File: src/rtl/multicycle_sequencer.sv
// Multicycle FETCH/DECODE/EXEC/MEM/WB sequencer for the single ARM datapath.
// Optional retired-instruction counter is enabled by defining SEQ_RETIRE_CNT_EN.
//
// state  | meaning
// -------+-------------------------------------------------------------
// FETCH  | imem_req high, wait for imem_ready, load IR
// DECODE | latch decoder outputs, trap illegal opcodes
// EXEC   | ALU cycle, flag write, branch/ALU-only retire
// MEM    | dmem_req high until dmem_ready; stores retire here
// WB     | register write and PC update
// HALT   | sticky error stop, left only by reset
module multicycle_sequencer #(
  parameter int unsigned WAIT_LIMIT = 16
) (
  input  logic        clk,
  input  logic        reset,
  input  logic        imem_ready,
  input  logic        dmem_ready,
  input  logic        dec_memRead,
  input  logic        dec_memWrite,
  input  logic        dec_regWrite,
  input  logic        dec_setFlags,
  input  logic        dec_branch,
  input  logic        dec_valid,
  output logic        imem_req,
  output logic        dmem_req,
  output logic        dmem_we,
  output logic        ir_load,
  output logic        flag_we,
  output logic        reg_we,
  output logic        pc_update,
  output logic        pc_branch,
  output logic        halted,
  output logic        err,
  output logic [2:0]  state,
  output logic [31:0] retired
);

  typedef enum logic [2:0] {
    S_FETCH  = 3'd0,
    S_DECODE = 3'd1,
    S_EXEC   = 3'd2,
    S_MEM    = 3'd3,
    S_WB     = 3'd4,
    S_HALT   = 3'd5
  } state_e;

  localparam logic [7:0] WAIT_LAST = 8'(WAIT_LIMIT - 1);

  state_e     state_q, state_d;
  logic [7:0] wait_cnt_q, wait_cnt_d;
  logic       err_q, err_d;
  logic       mem_read_q, mem_read_d;
  logic       mem_write_q, mem_write_d;
  logic       reg_write_q, reg_write_d;
  logic       set_flags_q, set_flags_d;
  logic       branch_q, branch_d;

  always_ff @(posedge clk) begin
    if (reset) begin
      state_q     <= S_FETCH;
      wait_cnt_q  <= '0;
      err_q       <= 1'b0;
      mem_read_q  <= 1'b0;
      mem_write_q <= 1'b0;
      reg_write_q <= 1'b0;
      set_flags_q <= 1'b0;
      branch_q    <= 1'b0;
    end else begin
      state_q     <= state_d;
      wait_cnt_q  <= wait_cnt_d;
      err_q       <= err_d;
      mem_read_q  <= mem_read_d;
      mem_write_q <= mem_write_d;
      reg_write_q <= reg_write_d;
      set_flags_q <= set_flags_d;
      branch_q    <= branch_d;
    end
  end

  always_comb begin
    state_d     = state_q;
    wait_cnt_d  = wait_cnt_q;
    err_d       = err_q;
    mem_read_d  = mem_read_q;
    mem_write_d = mem_write_q;
    reg_write_d = reg_write_q;
    set_flags_d = set_flags_q;
    branch_d    = branch_q;
    imem_req    = 1'b0;
    dmem_req    = 1'b0;
    dmem_we     = 1'b0;
    ir_load     = 1'b0;
    flag_we     = 1'b0;
    reg_we      = 1'b0;
    pc_update   = 1'b0;
    pc_branch   = 1'b0;
    halted      = 1'b0;
    err         = 1'b0;

    case (state_q)
      S_FETCH: begin
        imem_req = 1'b1;
        if (imem_ready) begin
          ir_load    = 1'b1;
          wait_cnt_d = '0;
          state_d    = S_DECODE;
        end else if (wait_cnt_q == WAIT_LAST) begin
          err_d   = 1'b1;
          state_d = S_HALT;
        end else begin
          wait_cnt_d = wait_cnt_q + 8'd1;
        end
      end
      S_DECODE: begin
        mem_read_d  = dec_memRead;
        mem_write_d = dec_memWrite;
        reg_write_d = dec_regWrite;
        set_flags_d = dec_setFlags;
        branch_d    = dec_branch;
        if (!dec_valid) begin
          err_d   = 1'b1;
          state_d = S_HALT;
        end else begin
          state_d = S_EXEC;
        end
      end
      S_EXEC: begin
        flag_we = set_flags_q;
        if (mem_read_q || mem_write_q) begin
          state_d = S_MEM;
        end else if (reg_write_q) begin
          state_d = S_WB;
        end else begin
          pc_update = 1'b1;
          pc_branch = branch_q;
          state_d   = S_FETCH;
        end
      end
      S_MEM: begin
        // A load/store fault (both bits set) is handled as a store.
        dmem_req = 1'b1;
        dmem_we  = mem_write_q;
        if (dmem_ready) begin
          wait_cnt_d = '0;
          if (mem_write_q) begin
            pc_update = 1'b1;
            state_d   = S_FETCH;
          end else begin
            state_d = S_WB;
          end
        end else if (wait_cnt_q == WAIT_LAST) begin
          err_d   = 1'b1;
          state_d = S_HALT;
        end else begin
          wait_cnt_d = wait_cnt_q + 8'd1;
        end
      end
      S_WB: begin
        reg_we    = 1'b1;
        pc_update = 1'b1;
        pc_branch = branch_q;
        state_d   = S_FETCH;
      end
      S_HALT: begin
        halted = 1'b1;
        err    = err_q;
      end
      default: begin
        halted  = 1'b1;
        err     = 1'b1;
        err_d   = 1'b1;
        state_d = S_HALT;
      end
    endcase
  end

  assign state = state_q;

`ifdef SEQ_RETIRE_CNT_EN
  logic [31:0] retired_q, retired_d;

  always_comb begin
    retired_d = retired_q;
    if (pc_update) retired_d = retired_q + 32'd1;
  end

  always_ff @(posedge clk) begin
    if (reset) retired_q <= '0;
    else       retired_q <= retired_d;
  end

  assign retired = retired_q;
`else
  assign retired = '0;
`endif

endmodule

File: config.mk
export PLATFORM = sky130hd
export DESIGN_NAME = multicycle_sequencer
export DESIGN_NICKNAME = d
export VERILOG_FILES = /design/src/rtl/multicycle_sequencer.sv
export SDC_FILE = /design/constraint.sdc
export NUM_CORES = 1
export LEC_CHECK = 0
export ABC_AREA = 0
export CORE_MARGIN = 2
export CORE_UTILIZATION = 45
export CTS_CLUSTER_SIZE = 30
export DETAILED_ROUTE_END_ITERATION = 16
export GPL_TIMING_DRIVEN = 0
export PLACE_DENSITY = 0.8
export SLEW_MARGIN = 10
export SYNTH_ARGS = -nofsm -noshare
export SYNTH_HDL_FRONTEND = slang
export SYNTH_SLANG_ARGS = --single-unit
File: constraint.sdc
create_clock -name clk -period 3.8 [get_ports clk]
set_clock_uncertainty 0.05 [all_clocks]
set_input_delay 0.38 -clock clk [delete_from_list [all_inputs] [get_ports clk]]
set_output_delay 0.38 -clock clk [all_outputs]
set_load 0.01 [all_outputs]
==> results.py, run 1 <==
metrics = {
    "status": {
        "status": "finished clean",
    },
    "layout": {
        "final_cell_mix": "32 x buf_4, 32 x conb_1, 22 x clkdlybuf4s50_1",
        "syn2layout_area_growth_pct": 31.4,
        "diodes": 0,
        "fill_cells": 266,
        "fin_cells": 256,
        "regArea_um2": 340,
        "drive_above_1_share_pct": 19.6,
        "nets": 237,
        "utilization_pct": 61.6,
        "multi_input_area_um2": 747,
    },
    "placed_design": {
        "placedCellCount": 252,
        "hpwl_mm": 2.04,
        "gp_congestion": 0.915,
        "port-buffer-count": 22,
    },
    "logic_synthesis": {
        "synth_area_um2": 1280,
        "synth_cell_type_count": 39,
        "synthFlopType": "dfxtp_1",
        "syn_avg_cell_area_um2": 7.63,
        "synth-async-reset-ratio_pct": 0,
        "yosysSeqAreaShare_pct": 26.5,
        "synth_edf_count": 0,
        "synth-seq-cells": 17,
        "synth_cells": 168,
        "ys_warn_count": 0,
    },
    "floorplan": {
        "rows": 19,
        "boundaryPins": 55,
        "start_util_pct": 46.9,
        "coreArea_um2": 2730,
        "chipHeight_um": 57.4,
        "dieArea_um2": 3290,
        "die_w_um": 57.4,
    },
    "power": {
        "p_seq_share_pct": 39.4,
        "switching_share_pct": 35.4,
        "p_leak_nw": 0.742,
        "internal-power_mw": 0.339,
        "ir_worst_vdd_mv": 0.267,
        "finalPower_mw": 0.525,
        "clockPowerShare_pct": 19.6,
        "comb_power_share_pct": 41.0,
        "p_switching_mw": 0.186,
        "p_per_area_nw_per_um2": 311,
    },
    "clock_tree": {
        "clock_tree.buffer_depth": 2,
        "numCtsBuffers": 3,
        "post_cts_resized": 0,
        "cts_tree": "yes",
        "cts_num_sinks": 17,
        "postCtsSetupBuffers": 0,
        "clock_latency_ns": 0.30,
        "hold_buffers": 0,
        "clock-root-buffer": "clkbuf_4",
        "htree_num_levels": 1,
        "clk_pin_slew_ns": 0.11,
    },
    "setup_path": {
        "worst_r2r_path_depth": 4,
        "cp-start-kind": "register",
        "reg2reg_from": "wait_cnt_q[4]",
        "arrival_ns": 2.31,
        "critPathKind": "register to primary output",
        "rrSetupSlack_ns": 2.11,
        "critPathLaunch": "state[2]",
        "crit_required_ns": 3.37,
        "crit_fanout": 10,
        "cp-end-kind": "primary output",
        "endpoint": "pc_update",
        "timing.rr.end": "wait_cnt_q[6]",
    },
    "detailed_routing": {
        "first_pass_iters": 4,
        "wl_per_cell_um": 10.7,
        "drtIter0Drc": 31,
        "via_per_inst": 4.92,
        "num_vias": 1259,
        "drtAntennaViolNets": 0,
        "drt-total-wl_mm": 2.73,
        "route.detailed.drc": 0,
    },
    "sta": {
        "setup_tns_ns": 0,
        "rsz0062_at_grt": "false",
        "fin_crit_sh_pct": 72.1,
        "tightest_slew_ns": 0.553,
        "period_minus_slack_ns": 2.74,
        "fmax_ghz": 0.365,
        "relSlewSlack_pct": 62.9,
        "slew_violations": 0,
        "setup_viol": 0,
        "hold_viol_final": 0,
    },
    "grt": {
        "antenna_found_initial": 0,
        "track_usage_pct": 16.5,
        "grt_pass1_vias": 942,
        "grt_pass1_wl_mm": 4.32,
        "grt_max_degree": 11,
        "overflow": 0,
    },
    "flow_run": {
        "drv_cap": 0,
    },
    "min_path": {
        "min_path_type": "register to register",
    },
}
-- cells by family after synthesis --
logic type      after synthesis  share of synthesized area, %
mux                           5                          3.90
compound gates               36                          16.6
simple gates                 61                          26.0
fa+ha+maj                     1                         0.975
buf+inv                      45                          24.3
other cells                   1                         0.292
flops                        17                          26.5
xor+xnor                      2                          1.37
-- Yosys cell counts (2+ instances only) --
library cell | n | area (µm²)
and2_1 | 2 | 12.5
nand4_1 | 2 | 12.5
or3_1 | 4 | 25.0
nor3_1 | 2 | 10.0
or4_1 | 2 | 15.0
dfxtp_1 | 17 | 340
buf_4 | 32 | 240
or2_2 | 2 | 12.5
buf_6 | 3 | 33.8
nand3_1 | 6 | 30.0
and3_1 | 2 | 12.5
a211oi_1 | 2 | 15.0
a21o_1 | 2 | 15.0
nor2_1 | 17 | 63.8
inv_1 | 5 | 18.8
nand2b_1 | 2 | 12.5
o22ai_1 | 3 | 18.8
mux2i_1 | 5 | 50.1
a21oi_1 | 10 | 50.1
a31oi_1 | 5 | 31.3
nor4_1 | 3 | 18.8
nand2_1 | 10 | 37.5
o21ai_0 | 10 | 50.1
clkbuf_1 | 5 | 18.8
-- state kept, by name, summed over array words and instances (netlist names) --
name	cells
mem_write_q	1
wait_cnt_q	8
set_flags_q	1
state	3
branch_q	1
err_q	1
mem_read_q	1
reg_write_q	1
-- through the flow --
| step | area, µm² | setup WS (ns) | hold WS (ns) |
|---|---|---|---|
| floorplan | 1400 | 1.91 | 0.382 |
| global placement | 1660 | 1.43 | 0.400 |
| detailed placement | 1660 | 1.40 | 0.399 |
| CTS | 1690 | 1.03 | 0.413 |
| global route | 1690 | 0.836 | 0.474 |
| finish | 1690 | 1.06 | 0.415 |
-- layer usage --
layer	GRT usage (%)	wire length (µm)	vias up
met3	5.22	178	4
met5	0	0	-
met1	21.4	1170	569
met2	26.8	1360	44
li1	-	-	642
met4	3.99	13	0
-- worst max-delay path, stage by stage, from the launching register on --
cell and delay, ns:
dfxtp_1 0.50, clkbuf_1 0.38, inv_1 0.18, nor3_1 0.26, o21bai_1 0.15, clkdlybuf4s50_1 0.55
-- worst min-delay path by stage --
stage / from / endpoint / slack [ns] / cells after the start
after floorplan: err_q / err_q / 0.38 / 2
after global placement: err_q / err_q / 0.40 / 2
after detailed placement: err_q / err_q / 0.40 / 2
after CTS: err_q / err_q / 0.41 / 2
after global routing: err_q / err_q / 0.47 / 2
final: err_q / err_q / 0.41 / 2
-- power by group through the flow --
stage               combinational (mW)  clock, mW  sequential, mW
floorplan                        0.155          0           0.210
global placement                 0.213          0           0.210
detailed placement               0.214          0           0.211
CTS                              0.214      0.106           0.207
global route                     0.234      0.115           0.209
finish                           0.215      0.103           0.207
-- area by class of cell --
cell class	count	share of cell area, %
flip-flops and latches	17	20.2
well taps	31	2.30
clock buffers	3	1.34
clock inverters	1	0.297
plain buffers	40	17.4
inverters	5	1.11
multi-input cells	137	44.3
repair buffers	22	13.1
Note: power is estimated with default switching activity, not from simulation.
==> run 2: changes to the inputs <==
Settings changed: CORE_UTILIZATION 45 to 38, PLACE_DENSITY 0.8 to 0.72.
Clock period 3.8 ns to 2.5 ns, I/O delays scaled along.
==> run 2 against run 1 <==
- final area up 1.3%
- first-iteration DRC count up 100%
- cell count up 5.9%
- via count down 2.9%
- clock power up 43%
- count of clock-buffer cells in the layout up 1
- register-to-register slack worse by 1.3 ns
- critical path depth unchanged
- hold slack better by 0.015 ns
- worst setup slack worse by 0.89 ns
- die area up 17%
- utilization down 9.7 points
- largest power group unchanged
==> results.py, run 2 (synthesized netlist as in run 1, its figures left out) <==
metrics = {
    "setup_path": {
        "cp-start-kind": "register",
        "rrSetupSlack_ns": 0.83,
        "timing.rr.end": "err_q",
        "cp-end-kind": "primary output",
        "slowest_stage": "clkdlybuf4s50_1",
        "reg2reg_from": "wait_cnt_q[0]",
        "critPathTopFamily": "buffers and inverters",
        "path_cells": "buf_6 > clkbuf_1 > nor2_1 > a211oi_1 > clkdlybuf4s50_1",
        "critPathMaxStageDelay_ns": 0.57,
        "arrival_ns": 2.03,
        "crit_required_ns": 2.20,
        "crit_fanout": 10,
        "critPathKind": "register to primary output",
        "cp_num_buf_inv": 3,
        "worst_r2r_path_depth": 5,
    },
    "floorplan": {
        "dieArea_um2": 3860,
        "coreArea_um2": 3280,
        "die_w_um": 62.1,
        "rows": 21,
        "boundaryPins": 55,
        "chipHeight_um": 62.1,
        "start_util_pct": 39.0,
    },
    "sta": {
        "relSlewSlack_pct": 64.9,
        "hold_viol_final": 0,
        "fmax_ghz": 0.429,
        "rsz0062_at_grt": "false",
        "setup_tns_ns": 0,
        "fin_crit_sh_pct": 93.2,
        "period_minus_slack_ns": 2.33,
        "setup_viol": 0,
        "slew_violations": 0,
        "tightest_slew_ns": 0.524,
    },
    "detailed_routing": {
        "wl_per_cell_um": 10.1,
        "drtAntennaViolNets": 0,
        "first_pass_iters": 4,
        "route.detailed.drc": 0,
        "drtIter0Drc": 63,
        "num_vias": 1223,
        "drt-total-wl_mm": 2.73,
        "via_per_inst": 4.51,
    },
    "layout": {
        "final_cell_mix": "32 x buf_4, 32 x conb_1, 22 x clkdlybuf4s50_1",
        "syn2layout_area_growth_pct": 33.1,
        "regMostFlops": "wait_cnt_q",
        "diodes": 0,
        "drive_above_1_share_pct": 20.4,
        "nets": 237,
        "largest_reg_flops": 8,
        "fill_cells": 331,
        "utilization_pct": 52.0,
    },
    "clock_tree": {
        "cts_tree": "yes",
        "clk_pin_slew_ns": 0.09,
        "clock_latency_ns": 0.29,
        "hold_buffers": 0,
        "numCtsBuffers": 3,
        "cts_num_sinks": 17,
        "htree_num_levels": 1,
        "clock_tree.buffer_depth": 2,
        "clock-root-buffer": "clkbuf_4",
    },
    "placed_design": {
        "port-buffer-count": 22,
        "gp_congestion": 0.837,
        "hpwl_mm": 2.10,
    },
    "power": {
        "internal-power_mw": 0.519,
        "p_seq_share_pct": 39.8,
        "switching_share_pct": 34.4,
        "ir_worst_vdd_mv": 0.212,
        "p_leak_nw": 0.747,
        "p_per_area_nw_per_um2": 463,
        "clockPowerShare_pct": 18.6,
        "comb_power_share_pct": 41.6,
        "p_switching_mw": 0.272,
    },
    "status": {
        "status": "finished clean",
    },
    "min_path": {
        "hold_path_end": "err_q",
        "hold_path_depth": 2,
        "min_path_type": "register to register",
        "min_from": "err_q",
    },
    "grt": {
        "grt_pass1_vias": 958,
        "grt_max_degree": 11,
        "antenna_found_initial": 0,
        "track_usage_pct": 14.8,
        "grt_pass1_wl_mm": 4.30,
        "overflow": 0,
    },
    "flow_run": {
        "drv_cap": 0,
    },
}
run 2: per-layer routing:
metal | global-route usage [%] | up-vias | share of wire, %
met2 | 23.2 | 43 | 46
met1 | 20.5 | 539 | 45
met5 | 0 | - | 0
met4 | 5.47 | 0 | 1.5
li1 | - | 636 | -
met3 | 2.48 | 5 | 7.9
run 2: worst max-delay path by stage:
stage              from        end  slack (ns)  cells past startpoint
6_report       state[0]        err        0.17                      5
3_5_place_dp   state[2]  pc_update        0.24                      5
5_1_grt        state[0]        err        0.01                      5
3_3_place_gp   state[2]  pc_update        0.24                      5
2_1_floorplan  state[2]  pc_update        0.74                      4
4_1_cts        state[1]    flag_we        0.03                      6
run 2: area by class of cell:
type                            count  area, µm²  area share, %
Buffer                             40        295           17.3
Clock buffer                        4       26.3           1.54
Inverter                            5       18.8           1.10
Multi-Input combinational cell    137        747           43.8
Sequential cell                    17        342           20.0
Tap cell                           46       57.6           3.37
Timing Repair Buffer               22        220           12.9
run 2: power by group through the flow:
stage	sequential [mW]	clock, mW	combinational, mW
2_1_floorplan	0.319	0	0.236
3_3_place_gp	0.320	0	0.322
3_5_place_dp	0.321	0	0.325
4_1_cts	0.314	0.155	0.328
5_1_grt	0.318	0.163	0.370
6_report	0.315	0.147	0.329
run 2: through the flow:
step	worst slack (ns)	hold slack [ns]	power, mW	instance area [µm²]	instances
4_1_cts	0.0346	0.436	0.797	1700	271
3_5_place_dp	0.242	0.422	0.646	1680	267
3_3_place_gp	0.235	0.398	0.642	1680	267
2_1_floorplan	0.736	0.269	0.554	1400	199
5_1_grt	0.0107	0.464	0.851	1710	271
6_report	0.170	0.430	0.791	1710	271
run 2: what timing repair did:
action | CTS | global route
endpoints found under the hold margin | 0 | 0
endpoints found under the setup margin | 1 | 3
pin swaps | 0 | 0
cloned | 0 | 0
gates resized for setup | 1 | 3
setup buffers | 0 | 0
run 2: tightest hold or removal path, cell delays in order (launching register included):
cell     delay (ns)
dfxtp_1        0.31
inv_1          0.06
a21oi_1        0.06
==> RTL change 1, RTL diff (config.mk and constraints of run 2) <==
Change the parameter `WAIT_LIMIT` from 16 to 8.
--- a/src/rtl/multicycle_sequencer.sv
+++ b/src/rtl/multicycle_sequencer.sv
@@ -12,3 +12,3 @@
 module multicycle_sequencer #(
-  parameter int unsigned WAIT_LIMIT = 16
+  parameter int unsigned WAIT_LIMIT = 8
 ) (
Behaviour: not the same (a bounded check fails within 10 cycles, from zero or initial values and one cycle with reset high).
==> RTL change 1 against run 2 <==
Area after synthesis is 1.8% lower. Cell area decreased by 1.9%. Global-route usage down 0.051 points. Worst setup slack lost 0.036 ns. Power down 13%. Register-to-register slack lost 0.51 ns. Hold slack worse by 0.022 ns. Combinational power fell by 29%. Sequential cell count stayed put. Synthesized cell count is 1.8% lower. Wire length fell by 3.7%. Largest cell class unchanged.
==> RTL change 1: results <==
group,metric,value,unit
pwr,ir_drop,0.205,mV
logic_synthesis,synth-edff-count,0,
cells_and_area,max_flop_register,"wait_cnt_q",
cells_and_area,final-instance-count-excl-fill,265,
clock_tree,cts_buffer_depth,2,
worst_setup_path,max_stage_delay,0.53,ns
clock_tree,ctsResizeCount,0,
status,status,"complete, no violations",
worst_setup_path,arrival,2.07,ns
global_route,antenna_found_initial,0,
placement,gp_congestion,0.841,
placement,placed_cells,262,
cells_and_area,num_antenna_cells,0,
drt,wl_per_cell,9.92,um
clock_tree,hold_buffers,0,
cells_and_area,drive_above_1_share,0.186,
logic_synthesis,syn_inst,165,
placement,dpl.hpwl,2080,um
worst_setup_path,r2r-start,"state[0]$_SDFFE_PP0N_",
global_route,grt_max_degree,11,
global_route,first_global_vias,983,
drt,drt_iter0_drc,37,
logic_synthesis,yosys-top-cells-count,"buf_4, dfxtp_1, nor2_1, nor3_1, o21ai_0",
pwr,p_leak,0.749,nW
logic_synthesis,yosysSeqAreaShare,0.270,
global_route,grt_usage,0.148,
global_route,grt_pass1_wl,4240,um
min_path,worstHoldPathType,"reg2reg",
logic_synthesis,synth.area.top_cells,"dfxtp_1, buf_4, mux2i_1, nor3_1, o21ai_0",
cells_and_area,final_nets,233,
logic_synthesis,synthDistinctLibCells,40,
cells_and_area,largest_reg_flops,8,
clock_tree,cts_setup_buffers,0,
sta,timing.slew.headroom,0.561,
worst_setup_path,crit_start,"state[1]$_SDFFE_PP0N_",
drt,vias_per_cell,4.57,
==> RTL change 1: path summary, 6_finish.rpt <==
check | slack [ns] | end
setup / recovery | 0.13 | pc_branch
setup reg to reg | 0.32 | wait_cnt_q[6]$_SDFFE_PP0N_
hold / removal | 0.41 | err_q$_SDFFE_PP0P_
hold reg to reg | 0.41 | err_q$_SDFFE_PP0P_
==> RTL change 1: power by group <==
part	switching (mW)	internal (mW)	leakage (nW)	total, mW
clock network	0.0878	0.0621	0.0150	0.150
logic	0.119	0.116	0.596	0.235
registers	0.0142	0.288	0.138	0.302
==> RTL change 1: logic make-up (layout without fill, tap and decap cells) <==
family	Yosys count	in the layout	synth area share
adders and majority gates	1	1	0.00993
buffers and inverters	48	73	0.241
DFF	17	17	0.270
muxes	5	5	0.0397
and+or+nand+nor	56	56	0.243
other	1	32	0.00298
AOI/OAI and AO/OA	35	35	0.179
xor gates and xnor gates	2	2	0.0139
==> RTL change 1: final cells by class <==
| class | instances | area (sq um) |
|---|---|---|
| Timing Repair Buffer | 22 | 220 |
| Fill cell | 323 | 1430 |
| Tap cell | 44 | 55.1 |
| Sequential cell | 17 | 340 |
| Inverter | 7 | 26.3 |
| Clock buffer | 4 | 26.3 |
| Buffer | 40 | 274 |
| Multi-Input combinational cell | 131 | 732 |
==> RTL change 1: per-stage QoR <==
step,utilization,power [mW],instance area (sq um),setup slack (ns)
finish,0.540,0.687,1670,0.134
global route,0.540,0.738,1670,0.0289
CTS,0.541,0.697,1680,0.0689
detailed placement,0.532,0.541,1650,0.288
global placement,0.532,0.540,1650,0.260
floorplan,-,0.476,1380,0.625
==> RTL change 1: tightest hold or removal path: cells and delay by family, from the launching register on <==
kind                   cells  cell delay (ns)
DFF                        1             0.32
buffers and inverters      1             0.05
AOI/OAI and AO/OA          1             0.05
==> RTL change 1: routing by layer <==
layer  wire length, um  up-vias  GRT usage  part of all wire
li1                  -      630          -                 -
met1              1270      527      0.191              0.48
met4                58        0     0.0729             0.022
met3               186        5     0.0189             0.071
met2              1120       49      0.242              0.42
met5                 0        -          0                 0
==> RTL change 2, RTL diff (flow settings as in run 2) <==
Made on the original files. Register the output `flag_we`, without a reset; this adds one clock of latency there. The other outputs are not delayed to match.
--- a/src/rtl/multicycle_sequencer.sv
+++ b/src/rtl/multicycle_sequencer.sv
@@ -49,2 +49,4 @@
 
+  logic flag_we_d;
+
   state_e     state_q, state_d;
@@ -93,3 +95,3 @@
     ir_load     = 1'b0;
-    flag_we     = 1'b0;
+    flag_we_d   = 1'b0;
     reg_we      = 1'b0;
@@ -128,3 +130,3 @@
       S_EXEC: begin
-        flag_we = set_flags_q;
+        flag_we_d = set_flags_q;
         if (mem_read_q || mem_write_q) begin
@@ -197,2 +199,6 @@
 
+  always_ff @(posedge clk) begin
+    flag_we <= flag_we_d;
+  end
+
 endmodule
Check against the original RTL: not equivalent (a bounded check fails within 4 cycles, from zero or initial values and one cycle with reset high).
==> RTL change 2 against run 2 <==
Worst setup slack worse by 0.074 ns. Power down 10%. Sequential cell count grew 1. Wire length rose by 8.2%. Area after synthesis increased by 6.1%. Sequential share of layout area increased by 0.30 points. Cell area grew 4.0%. Hold slack worse by 0.16 ns. Largest cell class unchanged.
==> RTL change 2: results <==
group,metric,value,unit
status,status,"complete, no violations",
clock_tree,cts_buffer_depth,2,
pwr,p_leak,0.792,nW
placement,dpl.hpwl,2240,um
drt,routed_wl,2950,um
cells_and_area,num_antenna_cells,0,
global_route,antenna_found_initial,0,
min_path,min_to,"state[2]$_SDFFE_PP0N_",
worst_setup_path,arrival,2.10,ns
clock_tree,cts_setup_buffers,0,
drt,num_vias,1273,
placement,dpl_cell_area,1750,sq um
global_route,grt_max_degree,11,
logic_synthesis,yosysWarnings,0,
drt,drt_iter0_drc,62,
logic_synthesis,async_flop_share,0,
cells_and_area,drive_above_1_share,0.222,
worst_setup_path,path_max_fanout,10,
worst_setup_path,timing.rr.end,"wait_cnt_q[5]$_SDFFE_PP0N_",
sta,tightest_slew,0.552,ns
placement,preCtsSetupSlack,0.229,ns
worst_setup_path,reg2reg_slack,0.80,ns
logic_synthesis,synth-main-ff-cell,"dfxtp_1",
clock_tree,cts_made_buffers,3,
clock_tree,cts.clk_slew.worst_paths,0.11,ns
clock_tree,h-tree-depth,1,
cells_and_area,max_flop_register,"wait_cnt_q",
pwr,ir_drop,0.166,mV
drt,firstDrtPassIters,4,
pwr,power.internal,0.477,mW
min_path,min_path_cells,2,
global_route,first_global_vias,1068,
logic_synthesis,synth.area.top_cells,"dfxtp_1, buf_4, a21oi_1, mux2i_1, nor2_1",
logic_synthesis,synthDistinctLibCells,49,
worst_setup_path,r2r_cells,5,
placement,portBuffers,21,
sta,timing_hold_violations_final,0,
logic_synthesis,yosysSeqAreaShare,0.265,
worst_setup_path,r2r-start,"state[0]$_SDFFE_PP0N_",
clock_tree,cts_root_buf,"clkbuf_4",
global_route,grt_usage,0.148,
placement,gp_congestion,0.843,
logic_synthesis,yosys-top-cells-count,"buf_4, dfxtp_1, a21oi_1, nor2_1, nand2_1",
cells_and_area,final_nets,234,
clock_tree,clock_latency,0.30,ns
min_path,worstHoldPathType,"in2reg",
cells_and_area,largest_reg_flops,8,
global_route,grt_pass1_wl,4910,um
drt,antenna_left,0,
min_path,worstHoldStart,"reset",
## RTL change 2: worst max-delay path, cell delays in order, from the launching register on
cell and delay (ns):
dfxtp_1 0.38, clkbuf_4 0.20, clkbuf_4 0.22, nor2b_4 0.18, a21oi_1 0.08, nor3b_1 0.18, clkdlybuf4s50_1 0.56
## RTL change 2: stage by stage
stage / TNS, ns / hold slack [ns] / std cells / utilization
global placement: 0 / 0.416 / 266 / 0.515
CTS: 0 / 0.275 / 269 / 0.523
finish: 0 / 0.267 / 267 / 0.523
floorplan: 0 / 0.347 / 199 / -
detailed placement: 0 / 0.436 / 266 / 0.515
global route: -0.0217 / 0.298 / 267 / 0.523
## RTL change 2: timing repair
item / in CTS / in global routing
hold endpoints to repair: 0 / 0
endpoints found under the setup margin: 2 / 3
gates resized for setup: 2 / 3
## RTL change 2: worst max-delay path by stage
stage / startpoint / end / slack, ns / cells after the start
global route: state[1]$_SDFFE_PP0N_ / pc_branch / -0.02 / 6
detailed placement: state[2]$_SDFFE_PP0N_ / pc_branch / 0.23 / 6
finish: state[1]$_SDFFE_PP0N_ / pc_branch / 0.1 / 6
floorplan: state[2]$_SDFFE_PP0N_ / pc_branch / 0.80 / 5
global placement: state[2]$_SDFFE_PP0N_ / pc_branch / 0.26 / 6
CTS: state[2]$_SDFFE_PP0N_ / pc_branch / 0.002 / 6
## RTL change 2: layout make-up
cell class	instances	area [sq um]
inverter	2	7.51
timing repair buffer	21	210
fill	343	1620
clock buffer	3	22.5
multi-input combinational	138	832
tap	46	57.6
sequential	18	360
buffer	39	284
## RTL change 2: layer usage
layer,routed length (um),up-vias,share of wire,global-route usage
met2,1290,52,0.44,0.236
met5,0,-,0,0
met4,60,0,0.020,0.0652
li1,-,645,-,-
met1,1370,571,0.46,0.200
met3,232,5,0.079,0.0194
## RTL change 2: power by group through the flow
stage          sequential [mW]  combinational [mW]  clock (mW)
3_3_place_gp             0.321               0.236           0
2_1_floorplan            0.320               0.172           0
5_1_grt                  0.319               0.262       0.164
6_report                 0.317               0.241       0.151
3_5_place_dp             0.322               0.238           0
4_1_cts                  0.315               0.240       0.155
## RTL change 2: kinds of logic (layout without fill, tap and decap cells)
| group | after synthesis | after routing | share of synthesized area |
|---|---|---|---|
| mux | 5 | 5 | 0.0368 |
| fa+ha+maj | 1 | 1 | 0.00919 |
| flops | 18 | 18 | 0.265 |
| other cells | 1 | 32 | 0.00275 |
| compound gates | 40 | 40 | 0.210 |
| buf+inv | 43 | 65 | 0.215 |
| simple gates | 60 | 60 | 0.262 |
